**config.mk**
```make
export PLATFORM = sky130hd
export DESIGN_NAME = lsu_mem_master_flat
export DESIGN_NICKNAME = d
export VERILOG_FILES = /design/src/rtl/lsu_mem_master_if.sv /design/src/rtl/lsu_mem_master.sv /design/src/flat_wrapper.sv
export SDC_FILE = /design/constraint.sdc
export NUM_CORES = 1
export LEC_CHECK = 0
export BUFFER_PORTS_ARGS = -buffer_cell sky130_fd_sc_hd__buf_4
export CAP_MARGIN = 20
export CELL_PAD_IN_SITES_DETAIL_PLACEMENT = 1
export CELL_PAD_IN_SITES_GLOBAL_PLACEMENT = 2
export CORE_UTILIZATION = 30
export CTS_CLUSTER_DIAMETER = 40
export CTS_CLUSTER_SIZE = 20
export DETAILED_ROUTE_END_ITERATION = 6
export GPL_TIMING_DRIVEN = 1
export PLACE_DENSITY = 0.8
export SETUP_SLACK_MARGIN = 0.1
export SLEW_MARGIN = 20
export SYNTH_ARGS = -nofsm -noshare
export SYNTH_HDL_FRONTEND = slang
export SYNTH_SLANG_ARGS = --single-unit
```
**constraint.sdc**
```tcl
create_clock -name clk -period 5.25 [get_ports clk]
set_input_delay 0.525 -clock clk [delete_from_list [all_inputs] [get_ports clk]]
set_output_delay 0.525 -clock clk [all_outputs]
set_load 0.1 [all_outputs]
```
**src/rtl/lsu_mem_master_if.sv**
```systemverilog
// Load/store request, response and RAM port A bundle for lsu_mem_master.
// master = the LSU side, slave = core plus RAM side.
interface lsu_mem_master_if #(
    parameter int ADDRESS_WIDTH = 32,
    parameter int DATA_WIDTH    = 32
);
    logic                     req_valid;
    logic                     req_ready;
    logic                     req_we;
    logic [1:0]               req_size;
    logic                     req_unsigned;
    logic [ADDRESS_WIDTH-1:0] req_addr;
    logic [DATA_WIDTH-1:0]    req_wdata;
    logic                     rsp_valid;
    logic [DATA_WIDTH-1:0]    rsp_rdata;
    logic                     rsp_err;
    logic [ADDRESS_WIDTH-1:0] mem_addr;
    logic [3:0]               mem_be;
    logic [DATA_WIDTH-1:0]    mem_wdata;
    logic                     mem_we;
    logic [DATA_WIDTH-1:0]    mem_rdata;

    modport master (
        input  req_valid, req_we, req_size, req_unsigned,
        input  req_addr, req_wdata, mem_rdata,
        output req_ready, rsp_valid, rsp_rdata, rsp_err,
        output mem_addr, mem_be, mem_wdata, mem_we
    );

    modport slave (
        output req_valid, req_we, req_size, req_unsigned,
        output req_addr, req_wdata, mem_rdata,
        input  req_ready, rsp_valid, rsp_rdata, rsp_err,
        input  mem_addr, mem_be, mem_wdata, mem_we
    );
endinterface

```
**src/rtl/lsu_mem_master.sv**
```systemverilog
// Byte/half/word load-store initiator for a byte-enable block RAM.
// Word-crossing accesses become two RAM accesses (or are rejected).
module lsu_mem_master #(
    parameter int ADDRESS_WIDTH = 32,
    parameter int DATA_WIDTH    = 32,
    parameter int ALLOW_SPLIT   = 1
) (
    input logic clk,
    input logic rst,
    lsu_mem_master_if.master bus
);
    localparam logic [2:0] S_IDLE = 3'd0;
    localparam logic [2:0] S_ACC1 = 3'd1;
    localparam logic [2:0] S_ACC2 = 3'd2;
    localparam logic [2:0] S_WAIT = 3'd3;
    localparam logic [2:0] S_RESP = 3'd4;

    logic [2:0]               state_q, state_d;
    logic [ADDRESS_WIDTH-1:0] mem_addr_q, mem_addr_d;
    logic [3:0]               mem_be_q, mem_be_d;
    logic [DATA_WIDTH-1:0]    mem_wdata_q, mem_wdata_d;
    logic                     mem_we_q, mem_we_d;
    logic                     rsp_valid_q, rsp_valid_d;
    logic [DATA_WIDTH-1:0]    rsp_rdata_q, rsp_rdata_d;
    logic                     rsp_err_q, rsp_err_d;
    logic                     we_q, we_d;
    logic [1:0]               size_q, size_d;
    logic                     uns_q, uns_d;
    logic [1:0]               off_q, off_d;
    logic                     split_q, split_d;
    logic [3:0]               hi_be_q, hi_be_d;
    logic [DATA_WIDTH-1:0]    hi_wdata_q, hi_wdata_d;
    logic [DATA_WIDTH-1:0]    buf0_q, buf0_d;

    logic [2:0]              nbytes;
    logic [2:0]              span;
    logic                    split;
    logic [7:0]              mask;
    logic [2*DATA_WIDTH-1:0] img;
    logic [2*DATA_WIDTH-1:0] comb_w;
    logic [DATA_WIDTH-1:0]   sh;
    logic [DATA_WIDTH-1:0]   ext;

    always_comb begin
        unique case (bus.req_size)
            2'd0:    nbytes = 3'd1;
            2'd1:    nbytes = 3'd2;
            default: nbytes = 3'd4;
        endcase
        span  = {1'b0, bus.req_addr[1:0]} + nbytes;
        split = span > 3'd4;
        mask  = ((8'd1 << nbytes) - 8'd1) << bus.req_addr[1:0];
        img   = {{DATA_WIDTH{1'b0}}, bus.req_wdata}
                << {bus.req_addr[1:0], 3'b000};
    end

    // Realign the (possibly two-word) load and extend to full width
    always_comb begin
        comb_w = split_q ? {bus.mem_rdata, buf0_q}
                         : {{DATA_WIDTH{1'b0}}, bus.mem_rdata};
        sh = DATA_WIDTH'(comb_w >> {off_q, 3'b000});
        unique case (size_q)
            2'd0: ext = uns_q ? {24'b0, sh[7:0]}
                              : {{24{sh[7]}}, sh[7:0]};
            2'd1: ext = uns_q ? {16'b0, sh[15:0]}
                              : {{16{sh[15]}}, sh[15:0]};
            default: ext = sh;
        endcase
    end

    always_comb begin
        state_d     = state_q;
        mem_addr_d  = mem_addr_q;
        mem_be_d    = mem_be_q;
        mem_wdata_d = mem_wdata_q;
        mem_we_d    = mem_we_q;
        rsp_valid_d = 1'b0;
        rsp_rdata_d = rsp_rdata_q;
        rsp_err_d   = rsp_err_q;
        we_d        = we_q;
        size_d      = size_q;
        uns_d       = uns_q;
        off_d       = off_q;
        split_d     = split_q;
        hi_be_d     = hi_be_q;
        hi_wdata_d  = hi_wdata_q;
        buf0_d      = buf0_q;
        unique case (state_q)
            S_IDLE: begin
                if (bus.req_valid) begin
                    we_d        = bus.req_we;
                    size_d      = bus.req_size;
                    uns_d       = bus.req_unsigned;
                    off_d       = bus.req_addr[1:0];
                    split_d     = split && (ALLOW_SPLIT != 0);
                    hi_be_d     = mask[7:4];
                    hi_wdata_d  = img[2*DATA_WIDTH-1:DATA_WIDTH];
                    mem_addr_d  = {bus.req_addr[ADDRESS_WIDTH-1:2], 2'b00};
                    mem_be_d    = mask[3:0];
                    mem_wdata_d = img[DATA_WIDTH-1:0];
                    mem_we_d    = bus.req_we;
                    state_d     = S_ACC1;
                    if (split && (ALLOW_SPLIT == 0)) begin
                        mem_we_d    = 1'b0;
                        rsp_err_d   = 1'b1;
                        rsp_rdata_d = '0;
                        rsp_valid_d = 1'b1;
                        state_d     = S_RESP;
                    end
                end
            end
            S_ACC1: begin
                if (split_q) begin
                    mem_addr_d  = mem_addr_q + ADDRESS_WIDTH'(4);
                    mem_be_d    = hi_be_q;
                    mem_wdata_d = hi_wdata_q;
                    mem_we_d    = we_q;
                    state_d     = S_ACC2;
                end else begin
                    mem_we_d = 1'b0;
                    if (!we_q) begin
                        state_d = S_WAIT;
                    end else begin
                        rsp_valid_d = 1'b1;
                        rsp_rdata_d = '0;
                        rsp_err_d   = 1'b0;
                        state_d     = S_RESP;
                    end
                end
            end
            S_ACC2: begin
                // Read data of word A arrives while B is being presented
                buf0_d   = bus.mem_rdata;
                mem_we_d = 1'b0;
                if (!we_q) begin
                    state_d = S_WAIT;
                end else begin
                    rsp_valid_d = 1'b1;
                    rsp_rdata_d = '0;
                    rsp_err_d   = 1'b0;
                    state_d     = S_RESP;
                end
            end
            S_WAIT: begin
                rsp_rdata_d = ext;
                rsp_err_d   = 1'b0;
                rsp_valid_d = 1'b1;
                state_d     = S_RESP;
            end
            default: state_d = S_IDLE;
        endcase
    end

    always_ff @(posedge clk or posedge rst) begin
        if (rst) begin
            state_q     <= S_IDLE;
            mem_addr_q  <= '0;
            mem_be_q    <= '0;
            mem_wdata_q <= '0;
            mem_we_q    <= 1'b0;
            rsp_valid_q <= 1'b0;
            rsp_rdata_q <= '0;
            rsp_err_q   <= 1'b0;
            we_q        <= 1'b0;
            size_q      <= '0;
            uns_q       <= 1'b0;
            off_q       <= '0;
            split_q     <= 1'b0;
            hi_be_q     <= '0;
            hi_wdata_q  <= '0;
            buf0_q      <= '0;
        end else begin
            state_q     <= state_d;
            mem_addr_q  <= mem_addr_d;
            mem_be_q    <= mem_be_d;
            mem_wdata_q <= mem_wdata_d;
            mem_we_q    <= mem_we_d;
            rsp_valid_q <= rsp_valid_d;
            rsp_rdata_q <= rsp_rdata_d;
            rsp_err_q   <= rsp_err_d;
            we_q        <= we_d;
            size_q      <= size_d;
            uns_q       <= uns_d;
            off_q       <= off_d;
            split_q     <= split_d;
            hi_be_q     <= hi_be_d;
            hi_wdata_q  <= hi_wdata_d;
            buf0_q      <= buf0_d;
        end
    end

    assign bus.req_ready = (state_q == S_IDLE) && !rst;
    assign bus.mem_addr  = mem_addr_q;
    assign bus.mem_be    = mem_be_q;
    assign bus.mem_wdata = mem_wdata_q;
    assign bus.mem_we    = mem_we_q;
    assign bus.rsp_valid = rsp_valid_q;
    assign bus.rsp_rdata = rsp_rdata_q;
    assign bus.rsp_err   = rsp_err_q;
endmodule
```
**src/flat_wrapper.sv**
```systemverilog
// flat-port wrapper written by rule: the top's interface ports become plain ports
module lsu_mem_master_flat 
#(
    parameter int ADDRESS_WIDTH = 32,
    parameter int DATA_WIDTH    = 32,
    parameter int ALLOW_SPLIT   = 1
)
  (clk, rst, bus_req_valid, bus_req_we, bus_req_size, bus_req_unsigned, bus_req_addr, bus_req_wdata, bus_mem_rdata, bus_req_ready, bus_rsp_valid, bus_rsp_rdata, bus_rsp_err, bus_mem_addr, bus_mem_be, bus_mem_wdata, bus_mem_we);
  lsu_mem_master_if #(.ADDRESS_WIDTH(ADDRESS_WIDTH), .DATA_WIDTH(DATA_WIDTH)) bus_i ();
  input logic clk;
  input logic rst;
  input wire logic [$bits(bus_i.req_valid)-1:0] bus_req_valid;
  input wire logic [$bits(bus_i.req_we)-1:0] bus_req_we;
  input wire logic [$bits(bus_i.req_size)-1:0] bus_req_size;
  input wire logic [$bits(bus_i.req_unsigned)-1:0] bus_req_unsigned;
  input wire logic [$bits(bus_i.req_addr)-1:0] bus_req_addr;
  input wire logic [$bits(bus_i.req_wdata)-1:0] bus_req_wdata;
  input wire logic [$bits(bus_i.mem_rdata)-1:0] bus_mem_rdata;
  output wire logic [$bits(bus_i.req_ready)-1:0] bus_req_ready;
  output wire logic [$bits(bus_i.rsp_valid)-1:0] bus_rsp_valid;
  output wire logic [$bits(bus_i.rsp_rdata)-1:0] bus_rsp_rdata;
  output wire logic [$bits(bus_i.rsp_err)-1:0] bus_rsp_err;
  output wire logic [$bits(bus_i.mem_addr)-1:0] bus_mem_addr;
  output wire logic [$bits(bus_i.mem_be)-1:0] bus_mem_be;
  output wire logic [$bits(bus_i.mem_wdata)-1:0] bus_mem_wdata;
  output wire logic [$bits(bus_i.mem_we)-1:0] bus_mem_we;
  assign bus_i.req_valid = bus_req_valid;
  assign bus_i.req_we = bus_req_we;
  assign bus_i.req_size = bus_req_size;
  assign bus_i.req_unsigned = bus_req_unsigned;
  assign bus_i.req_addr = bus_req_addr;
  assign bus_i.req_wdata = bus_req_wdata;
  assign bus_i.mem_rdata = bus_mem_rdata;
  assign bus_req_ready = bus_i.req_ready;
  assign bus_rsp_valid = bus_i.rsp_valid;
  assign bus_rsp_rdata = bus_i.rsp_rdata;
  assign bus_rsp_err = bus_i.rsp_err;
  assign bus_mem_addr = bus_i.mem_addr;
  assign bus_mem_be = bus_i.mem_be;
  assign bus_mem_wdata = bus_i.mem_wdata;
  assign bus_mem_we = bus_i.mem_we;
  lsu_mem_master #(.ADDRESS_WIDTH(ADDRESS_WIDTH), .DATA_WIDTH(DATA_WIDTH), .ALLOW_SPLIT(ALLOW_SPLIT)) u_core (.clk(clk), .rst(rst), .bus(bus_i));
endmodule
```
== Word level (Yosys, flattened, before mapping) ==
Index checks and enable logic that the tools add are counted.
Storage, ports and cells
  bits in registers: 181
  input port bits: 103
  output and inout port bits: 104
  logic and storage cells: 74
Cells by class
  add/sub/neg operators: 3
  magnitude comparators: 1
  equality and inequality tests: 8
  shifts and indexed selects: 4
  multiplexer cells: 30
  reduce and logical (&&, ||, !) cells: 12
Operators with widths (count)
  32-bit two-way mux: 8
  32-bit one-hot mux with 2 select lines: 3
  32-bit one-hot mux with 3 select lines: 1
  64-bit two-way mux: 1
  32-bit by 5-bit left shift with 64-bit output: 1
  64-bit by 5-bit >> shifter with 32-bit output: 1
  32-bit by 3-bit adder with 32-bit output (second input constant): 1
  3-bit one-hot mux with 4 select lines: 1
  3-bit two-way mux: 3
  1-bit one-hot mux with 3 select lines: 3
  4-bit two-way mux: 2
  4-bit one-hot mux with 2 select lines: 1
  1-bit by 3-bit left shift with 8-bit output (first input constant): 1
  8-bit by 2-bit left shift with 8-bit output: 1
  8-bit by 1-bit subtractor with 8-bit output (second input constant): 1
  3-bit by 2-bit equality test with 1-bit output (second input constant): 2
  1-bit two-way mux: 6
  3-bit one-hot mux with 2 select lines: 1
  2-bit AND reduction: 3
  3-bit nonzero test: 2
  2-bit by 1-bit equality test with 1-bit output (second input constant): 2
  2-bit zero test: 2
  2-bit != test (second input constant): 2
  2-bit by 3-bit adder with 3-bit output: 1
  other kinds (8): 8

== Logic depth before layout (Yosys ltp) ==
  word-level depth: 7
  mapped depth: 10
  mapped depth without buffers: 8

== Least setup slack after synthesis ==
No wires, ideal clock.
  kind: reg2out
  from: register u_core.state_q[0]
  to: output bus_req_ready
  arrival time: 3.529 ns
  setup slack: 1.196 ns
  stages on the path, launching flop included: 3
  buffers on the path: 1
  cell sequence: dfrtp_1 buf_1 nor4_1
Between the ends
  word-level cells in the longest chain between the ends: 2
Ends and longest elaborated chain
  from (decl): line lsu_mem_master.sv:18  | logic [2:0] state_q, state_d;
  from (signal assigned): line lsu_mem_master.sv:173  | state_q <= state_d;
  3-bit zero test: line lsu_mem_master.sv:192  | assign bus.req_ready = (state_q == S_IDLE) && !rst;
  1-bit logical AND: line lsu_mem_master.sv:192
  to (decl): line flat_wrapper.sv:19  | output wire logic [$bits(bus_i.req_ready)-1:0] bus_req_ready;
Every way passes these cells.

== Final worst setup path ==
  from: register u_core.off_q[1]
  to: register u_core.rsp_rdata_q[19], in the netlist u_core.bus.rsp_rdata[19]
Between the ends
  word-level cells in the longest chain between the ends: 4
Ends and longest elaborated chain
  from (decl): line lsu_mem_master.sv:29  | logic [1:0] off_q, off_d;
  from (signal assigned): line lsu_mem_master.sv:167  | off_q <= '0;
  from (signal assigned): line lsu_mem_master.sv:184  | off_q <= off_d;
  64-bit by 5-bit >> shifter with 32-bit output *: line lsu_mem_master.sv:61  | sh = DATA_WIDTH'(comb_w >> {off_q, 3'b000});
  32-bit two-way mux, on equally long branches: line lsu_mem_master.sv:65, lsu_mem_master.sv:63
  32-bit one-hot mux with 2 select lines *: line lsu_mem_master.sv:62  | unique case (size_q)
  32-bit one-hot mux with 3 select lines *: line lsu_mem_master.sv:88  | unique case (state_q)
  to (signal assigned): line lsu_mem_master.sv:179  | rsp_rdata_q <= rsp_rdata_d;
  to (decl): line lsu_mem_master.sv:24  | logic [DATA_WIDTH-1:0] rsp_rdata_q, rsp_rdata_d;
Every way passes the cells marked *; elsewhere a longest branch is shown, timed or not.
A chain may end at the register's enable or synchronous reset.

==> out/results.txt <==
Share of the synthesized area in the top cell type -> 44.1%
Cell Chain, Critical Path -> inv_1, nor3_1, nor4bb_2, o31ai_2, o21ai_0
Setup Buffers After CTS -> 0
Post-CTS Hold Fix Bufs -> 0
Count of pins over their slew limit -> 0
Initial antenna violation count -> 0
Latest clock arrival within the worst-skew pair -> 440 ps
Sequential-to-total area share from yosys stat -> 44.1%
Vias per Instance -> 5.40
Post-Syn Area per Cell -> 9.23 sq um
First-pass iteration count of the detailed router -> 5
Overflow after GRT -> 0
Clk_skew -> 11.1 ps
PortBufs -> 203
Setup CP Type -> reg2reg
CTS Buffer Depth -> 2
Crit path required time -> 5520 ps
Area after DPL -> 0.0114 sq mm
Synth area leaders -> dfrtp_1 44%, mux2_2 8.1%, nand2_1 6.3%, o21ai_0 5.1%, mux2i_1 3.7%
Largest area contributor in the netlist -> dfrtp_1
Seq cells post-synth -> 170
DIE AREA -> 0.0329 sq mm
Die Y -> 181 um
Worst Hold Class -> in2async
Max incr delay on CP -> 1050 ps
Tot GR Track Use -> 20.0%
Core region area -> 0.0316 sq mm
Num ports -> 207
Clock buffer count from CTS -> 17
Final instance area -> 0.0119 sq mm
Relative slew slack -> 29.2%
# fillers -> 3633
Initial Utilization -> 30.5%
Min Tclk post-route -> 3580 ps
CP startpoint kind -> flip-flop
Post-synth top flop -> dfrtp_1
Detailed Route WL -> 32100 um
Fin crit share -> 68.2%
Area Overhead vs Synth -> 23.7%
Status -> finished clean
Total clock sinks -> 170
Nets@finish -> 1298
Critical path buffers and inverters -> 1
Post-synth cell types -> 67
Max Clk Rate -> 0.279 GHz
Final Hold Viols -> 0
CP top delay family -> flip-flops
Post-synth ARST share -> 100%
CTS HTree Levels -> 4
CTS clk-pin slew, worst paths -> 70 ps
Synthesized instance count -> 1045
CTS tree -> yes
Fraction of layout cells with a size suffix above 1 -> 29.1%
Vias in the first global route -> 8961
Detail Placement HPWL -> 22400 um
Yosys Warn Count -> 0
GPL Wtd Cong -> 0.817
Crit path capture type -> flip-flop
EDFF count, synth -> 0
DIE WIDTH -> 181 um
Critical path arrival -> 3850 ps
Synthesized area -> 0.00965 sq mm
Max cap viols -> 0
Setup Total Neg Slack -> 0 ps
Routed vias -> 8645
Num rows -> 65
Post-CTS sizing -> 0
Critical path peak fanout -> 31
CP max-delay cell -> dfrtp_1
RSZ-0062 raised after global routing -> false
ANT nets after route -> 0
WL/cell -> 20.1 um
Worst-Margin Slew -> 1060 ps
CTS Root Buffer Type -> clkbuf_16
Largest net degree at the start of global routing -> 81
Initial drt markers -> 425
First-pass GRT wire length -> 51300 um
Diodes inserted -> 0
Residual DRC -> 0
Final number of setup-violating endpoints -> 0
==> cells in the mapped netlist (16+ instances only) <==
cell      instances
o21ai_0          99
clkbuf_1         48
nand2_1         163
nor3_1           22
a21oi_1          61
a221oi_1         31
buf_2            26
mux2_2           69
dfrtp_1         170
mux2i_1          36
nand3_1          38
nor2_1           86
inv_1            16
==> cell families (layout without fill, tap and decap cells) <==
| kind of cell | Yosys count | after routing | share of synthesized area (%) |
|---|---|---|---|
| AOI/OAI and AO/OA | 282 | 282 | 18.5 |
| xor gates and xnor gates | 3 | 3 | 0.272 |
| adders and majority gates | 4 | 4 | 0.519 |
| buffers and inverters | 106 | 259 | 4.93 |
| DFF | 170 | 170 | 44.1 |
| muxes | 119 | 119 | 15.1 |
| other | 1 | 3 | 0.0389 |
| and+or+nand+nor | 360 | 360 | 16.6 |
==> stage by stage <==
stage,std cells,hold WS [ps],utilization [%],setup slack [ps]
after CTS,1602,256,37.7,1770
final,1602,231,37.7,1670
after global routing,1602,278,37.7,1410
after floorplan,1047,433,-,122
after global placement,1574,443,36.0,1940
after detailed placement,1574,451,36.0,1770
==> registers in the layout, summed over array words and instances (netlist names), 3 cells and up <==
signal	count
u_core.hi_wdata_q	24
u_core.state_q	3
u_core.bus.mem_wdata	32
u_core.bus.mem_be	4
u_core.bus.mem_addr	30
u_core.buf0_q	32
u_core.hi_be_q	4
u_core.bus.rsp_rdata	32
==> final timing paths <==
check / startpoint / endpoint / slack (ps) / depth (start not counted)
setup / recovery: u_core.off_q[1]$_DFFE_PP0P_ / u_core.bus.rsp_rdata[19]$_DFFE_PP0P_ / 1670 / 5
hold / removal: rst / u_core.bus.rsp_rdata[11]$_DFFE_PP0P_ / 230 / 2
setup reg to reg: u_core.off_q[1]$_DFFE_PP0P_ / u_core.bus.rsp_rdata[19]$_DFFE_PP0P_ / 1670 / 5
hold reg to reg: u_core.hi_wdata_q[21]$_DFFE_PP0P_ / u_core.hi_wdata_q[21]$_DFFE_PP0P_ / 460 / 2
max in group asynchronous: rst / u_core.bus.mem_addr[19]$_DFFE_PP0P_ / 3780 / 3
min in group clk: bus_req_unsigned / u_core.uns_q$_DFFE_PP0P_ / 270 / 3
==> layout by cell type (no fill, tap or decap), types with 7 or more instances in the layout <==
master     instances
buf_4            215
dfrtp_1          168
nand2_1          163
o21ai_0           99
nor2_1            85
mux2_2            69
a21oi_1           61
nand3_1           38
mux2i_1           36
a221oi_1          31
nor3_1            22
clkbuf_16         17
inv_1             15
o22ai_1           14
a22oi_1           14
mux4_2            14
o211ai_1          11
a211oi_1          11
nand4_1            7
==> metal layers <==
layer  vias up  wire, um  global-route usage (%)
met5         -         0                       0
met4         0       784                    7.19
li1       4081         -                       -
met1      4301     14600                    26.4
met2       223     15200                    32.2
met3        40      1510                    4.15
==> cell type report <==
cell class	count	area [sq um]	share of cell area, %
inverters	16	65.1	0.545
well taps	402	503	4.22
clock buffers	19	443	3.71
repair buffers	215	1610	13.5
clock inverters	9	103	0.860
flip-flops and latches	170	4260	35.7
multi-input cells	771	4950	41.5
Power is not shown: default switching activity piles up to over one toggle a cycle in this logic, so the estimate is an artifact.
